### config.mk
export PLATFORM = sky130hd
export DESIGN_NAME = matrix_addsub_pipe
export DESIGN_NICKNAME = d
export VERILOG_FILES = /design/src/rtl/matrix_addsub_pipe.sv
export SDC_FILE = /design/constraint.sdc
export NUM_CORES = 2
export LEC_CHECK = 0
export BUFFER_PORTS_ARGS = -buffer_cell sky130_fd_sc_hd__buf_2
export CORE_ASPECT_RATIO = 1.25
export CORE_UTILIZATION = 30
export DETAILED_ROUTE_END_ITERATION = 10
export PLACE_DENSITY = 0.52
export SYNTH_ARGS = -nofsm -noshare
export SYNTH_HDL_FRONTEND = slang
export SYNTH_SLANG_ARGS = --single-unit
export TNS_END_PERCENT = 50
### constraint.sdc
create_clock -name clk -period 30.7 [get_ports clk]
set_clock_uncertainty 0.1 [all_clocks]
set_input_delay 6.14 -clock clk [delete_from_list [all_inputs] [get_ports clk]]
set_output_delay 6.14 -clock clk [all_outputs]
set_load 0.005 [all_outputs]
### src/rtl/matrix_addsub_pipe.sv
// Lane-parallel add/sub/reverse-sub with optional saturation and overflow flags; 2 register stages.
// Latency 2, throughput 1/cycle; in_ready drops combinationally when S1 is full and the output is stalled.
module matrix_addsub_pipe #(
    parameter int WIDTH  = 16,
    parameter int LANES  = 8,
    parameter int SIGNED = 0,
    parameter int SAT    = 0
) (
    input  logic                     clk,
    input  logic                     rst,
    input  logic                     in_valid,
    output logic                     in_ready,
    input  logic [LANES*WIDTH-1:0]   a_in,
    input  logic [LANES*WIDTH-1:0]   b_in,
    input  logic [1:0]               mode,
    output logic                     out_valid,
    input  logic                     out_ready,
    output logic [LANES*WIDTH-1:0]   out_data,
    output logic [LANES-1:0]         out_ovf,
    output logic                     ovf_sticky,
    input  logic                     clr_sticky
);

    localparam int VW = LANES * WIDTH;

    logic              s1_valid;
    logic [VW-1:0]     s1_a;
    logic [VW-1:0]     s1_b;
    logic [1:0]        s1_mode;
    logic              s1_adv;
    logic              s2_adv;
    logic [VW-1:0]     calc_data;
    logic [LANES-1:0]  calc_ovf;

    assign s2_adv   = !out_valid || out_ready;
    assign s1_adv   = !s1_valid || s2_adv;
    assign in_ready = s1_adv;

    // Returns {ovf, result}. Operands are extended by one bit so the true
    // result of any add/sub of two WIDTH-bit values fits without loss.
    function automatic logic [WIDTH:0] lane_op(
        input logic [WIDTH-1:0] a,
        input logic [WIDTH-1:0] b,
        input logic [1:0]       m
    );
        logic [WIDTH:0]   ea;
        logic [WIDTH:0]   eb;
        logic [WIDTH:0]   r;
        logic [WIDTH-1:0] res;
        logic             ovf;
        ea = (SIGNED != 0) ? {a[WIDTH-1], a} : {1'b0, a};
        eb = (SIGNED != 0) ? {b[WIDTH-1], b} : {1'b0, b};
        case (m)
            2'b00:   r = ea + eb;
            2'b01:   r = ea - eb;
            default: r = eb - ea;
        endcase
        // Unsigned: bit WIDTH is carry on add and borrow on subtract.
        // Signed: top two bits disagree when the result left the range.
        ovf = (SIGNED != 0) ? (r[WIDTH] ^ r[WIDTH-1]) : r[WIDTH];
        res = r[WIDTH-1:0];
        if (m == 2'b11) begin
            ovf = 1'b0;
            res = a;
        end else if ((SAT != 0) && ovf) begin
            if (SIGNED != 0)
                res = r[WIDTH] ? {1'b1, {(WIDTH-1){1'b0}}} : {1'b0, {(WIDTH-1){1'b1}}};
            else
                res = (m == 2'b00) ? {WIDTH{1'b1}} : {WIDTH{1'b0}};
        end
        return {ovf, res};
    endfunction

    always_comb begin
        calc_data = '0;
        calc_ovf  = '0;
        for (int i = 0; i < LANES; i++) begin
            {calc_ovf[LANES-1-i], calc_data[(LANES-i)*WIDTH-1 -: WIDTH]} =
                lane_op(s1_a[(LANES-i)*WIDTH-1 -: WIDTH],
                        s1_b[(LANES-i)*WIDTH-1 -: WIDTH], s1_mode);
        end
    end

    always_ff @(posedge clk or posedge rst) begin
        if (rst) begin
            s1_valid   <= 1'b0;
            s1_a       <= '0;
            s1_b       <= '0;
            s1_mode    <= 2'b00;
            out_valid  <= 1'b0;
            out_data   <= '0;
            out_ovf    <= '0;
            ovf_sticky <= 1'b0;
        end else begin
            if (s1_adv) begin
                s1_valid <= in_valid;
                if (in_valid) begin
                    s1_a    <= a_in;
                    s1_b    <= b_in;
                    s1_mode <= mode;
                end
            end
            if (s2_adv) begin
                out_valid <= s1_valid;
                if (s1_valid) begin
                    out_data <= calc_data;
                    out_ovf  <= calc_ovf;
                end
            end
            // A new overflow event wins over a simultaneous clear.
            if (out_valid && out_ready && (|out_ovf))
                ovf_sticky <= 1'b1;
            else if (clr_sticky)
                ovf_sticky <= 1'b0;
        end
    end

endmodule

==> results_dict.tcl <==
set metrics [dict create \
    multi_input_area_mm2 0.0190 \
    num_vias 25672 \
    grt_use_total 0.193 \
    area_growth_pct 17.5 \
    regArea_mm2 0.00994 \
    peakVddDrop_mv 0.0522 \
    grt_pass1_vias 25524 \
    grt_pass1_wl_mm 152 \
    synth_flop_cell "dfrtp_1" \
    final_core_util 0.357 \
    final.setup.tns_ps 0 \
    cts_tree "yes" \
    synth.avg_cell_area_um2 9.04 \
    hold_viol 0 \
    wl_mm 99.9 \
    worstHoldPathType "register to register" \
    worst_path_max_delay_cell "nand3b_1" \
    fillers 10314 \
    ys_types 85 \
    ys_seq_area_frac 0.330 \
    postCtsSetupBuffers 0 \
    post-route-min-period_ps 12910 \
    rsz0062_at_grt "false" \
    die_h_um 356 \
    start_util 0.304 \
    dieArea_mm2 0.102 \
    syn_area_mm2 0.0301 \
    finalMaxSlewViolations 0 \
    synthArstFlopShare 1.00 \
    htreeDepth 2 \
    initialDrtViolationCount 1158 \
    ant_nets 0 \
    worstMarginPinSlew_ps 1050 \
    slew_headroom 0.298 \
    grt_max_degree 113 \
    synth_edf_count 0 \
    ctsRootBufferMaster "clkbuf_16" \
    yosys_warnings 0 \
    crit_chain "buf_2 -> nand3b_1 -> buf_2" \
    cap_violations 0 \
    setup_viol_count_final 0 \
    place_inst 4959 \
    routabilityCongestion 0.861 \
    worstSetupPathType "input port to output pin" \
    core_area_mm2 0.0993 \
    drive_gt1_frac 0.220 \
    post_cts_resized 0 \
    arrival_ps 6670 \
    p_leak_nw 16.2 \
    fin_cells 5055 \
    worstSkewPairLatency_ps 620 \
    rrSetupSlack_ps 25830 \
    clk_path_buf_depth 3 \
    path_clk_slew_ps 60 \
    dp_hpwl_mm 74.8 \
    cts_sinks 397 \
    status "complete, no violations" \
    drc_errors 0 \
    critPathCaptureType "output pin" \
    max_stage_delay_ps 230 \
    io_pins 402 \
    crit_path_start_kind "input port" \
    die_w_um 286 \
    antenna_found_initial 11 \
    ys_seq_elements 397 \
    finalPower_mw 2.84 \
    avgViaCountPerCell 5.08 \
    io_buffer_count 401 \
    critPathRequiredTime_ps 24460 \
    fmax_mhz 77.5 \
    dr.pass1.iters 5 \
    cts_made_buffers 50 \
    mostFrequentLayoutCells "buf_2 (401), dfrtp_1 (395), nand2_1 (308), o21ai_0 (270), ha_1 (264)" \
    fin_crit_sh 0.420 \
    nets 4244 \
    overflow 0 \
    stdcell_area_mm2 0.0354 \
    post_drt_wl_per_cell_um 19.8 \
    place_area_mm2 0.0336 \
    num_rows 129 \
    cp_common_cell "buf_2" \
    synth_cells 3336 \
    worstPathMaxFanout 3 \
    hold_buffers 0 \
    layout_commonest_cell "buf_2" \
    pwr_density_cell_mw_per_mm2 80.1 \
    synth_nets 3879 \
]
[metrics by stage]
stage	setup slack, ps	hold WS [ps]
detailed placement	17790	366
global route	17730	396
floorplan	13420	370
CTS	17790	380
global placement	17780	359
finish	17790	376
[power breakdown]
group / switching [mW] / total, mW / internal (mW)
Sequential: 0.152 / 0.809 / 0.657
Combinational: 0.752 / 1.37 / 0.620
Clock: 0.257 / 0.657 / 0.400
Total: 1.16 / 2.84 / 1.68
[cells in the mapped netlist, types with 5 or more instances]
cell      instances  share of area
nor2b_1          46         0.0095
a211o_1          12         0.0035
clkbuf_1         93          0.012
and3_1           13         0.0027
mux2_2          259          0.097
nand3b_1          6         0.0015
nor3b_1           9         0.0022
nand4_1           5         0.0010
nand2b_1         39         0.0081
fa_1             16          0.011
a221o_1           5         0.0017
dfrtp_1         397           0.33
o211ai_1         37         0.0092
o21ai_0         270          0.045
o41ai_1          14         0.0041
nor4_1           15         0.0031
inv_1           210          0.026
or4_1            11         0.0027
o31ai_1          36         0.0090
o21bai_1         16         0.0040
nor3_1           77          0.013
xnor2_1         177          0.051
o221ai_1          8         0.0023
xor2_1          121          0.035
or2_2            11         0.0023
mux2i_1          26         0.0086
or3_1            17         0.0035
ha_1            264           0.11
a211oi_1         26         0.0065
a41oi_1           8         0.0023
buf_1            20         0.0025
o21a_1           36         0.0090
o311ai_0         11         0.0032
a21o_1           54          0.013
a21oi_1         225          0.037
nor2_1          222          0.028
nand2_1         313          0.039
a221oi_1         11         0.0032
nand3_1          52         0.0086
and2_1            9         0.0019
o31a_1            8         0.0023
o22ai_1          17         0.0035
a31oi_1          37         0.0077
[routing by layer]
metal,vias up,GRT usage,wire length (µm),part of all wire
met5,-,0,27,0.00027
met4,4,0.0544,2490,0.025
met3,130,0.0245,3860,0.039
met2,496,0.339,48700,0.49
met1,12361,0.246,44800,0.45
li1,12681,-,-,-
[critical path, delay by kind of cell]
family	cells	cell delay (ps)
AND/OR/NAND/NOR	1	230
buffers and inverters	2	290
[path summary, 6_finish.rpt]
kind | startpoint | cells after the start | endpoint
min in group asynchronous | rst | 2 | s1_a[97]$_DFFE_PP0P_
min | out_data[87]$_DFFE_PP0P_ | 2 | out_data[87]$_DFFE_PP0P_
max | out_ready | 3 | in_ready
max reg2reg | s1_mode[0]$_DFFE_PP0P_ | 14 | out_ovf[3]$_DFFE_PP0P_
min reg2reg | out_data[87]$_DFFE_PP0P_ | 2 | out_data[87]$_DFFE_PP0P_
max in group asynchronous | rst | 4 | s1_b[12]$_DFFE_PP0P_
[cell families (layout without fill, tap and decap cells)]
kind of cell,Yosys count,count (layout),synth area share
other,0,4,0
muxes,285,285,0.105
AOI/OAI and AO/OA,891,891,0.186
xor gates and xnor gates,298,298,0.0866
DFF,397,397,0.330
and+or+nand+nor,856,856,0.130
adders and majority gates,280,280,0.120
buffers and inverters,329,734,0.0421
[layout make-up]
cell class	instances	share of cell area
diodes	4	0.000283
clock buffers	65	0.0398
clock inverters	27	0.0112
inverters	211	0.0226
multi-input cells	2610	0.536
flip-flops and latches	397	0.281
well taps	1310	0.0463
repair buffers	431	0.0630
[sequential cells by signal, summed over array words and instances (netlist names)]
name and cells:
out_ovf 8, s1_valid 1, s1_b 128, out_data 128
ovf_sticky 1, out_valid 1, s1_a 128, s1_mode 2
Power figures use the tool's default switching activity.
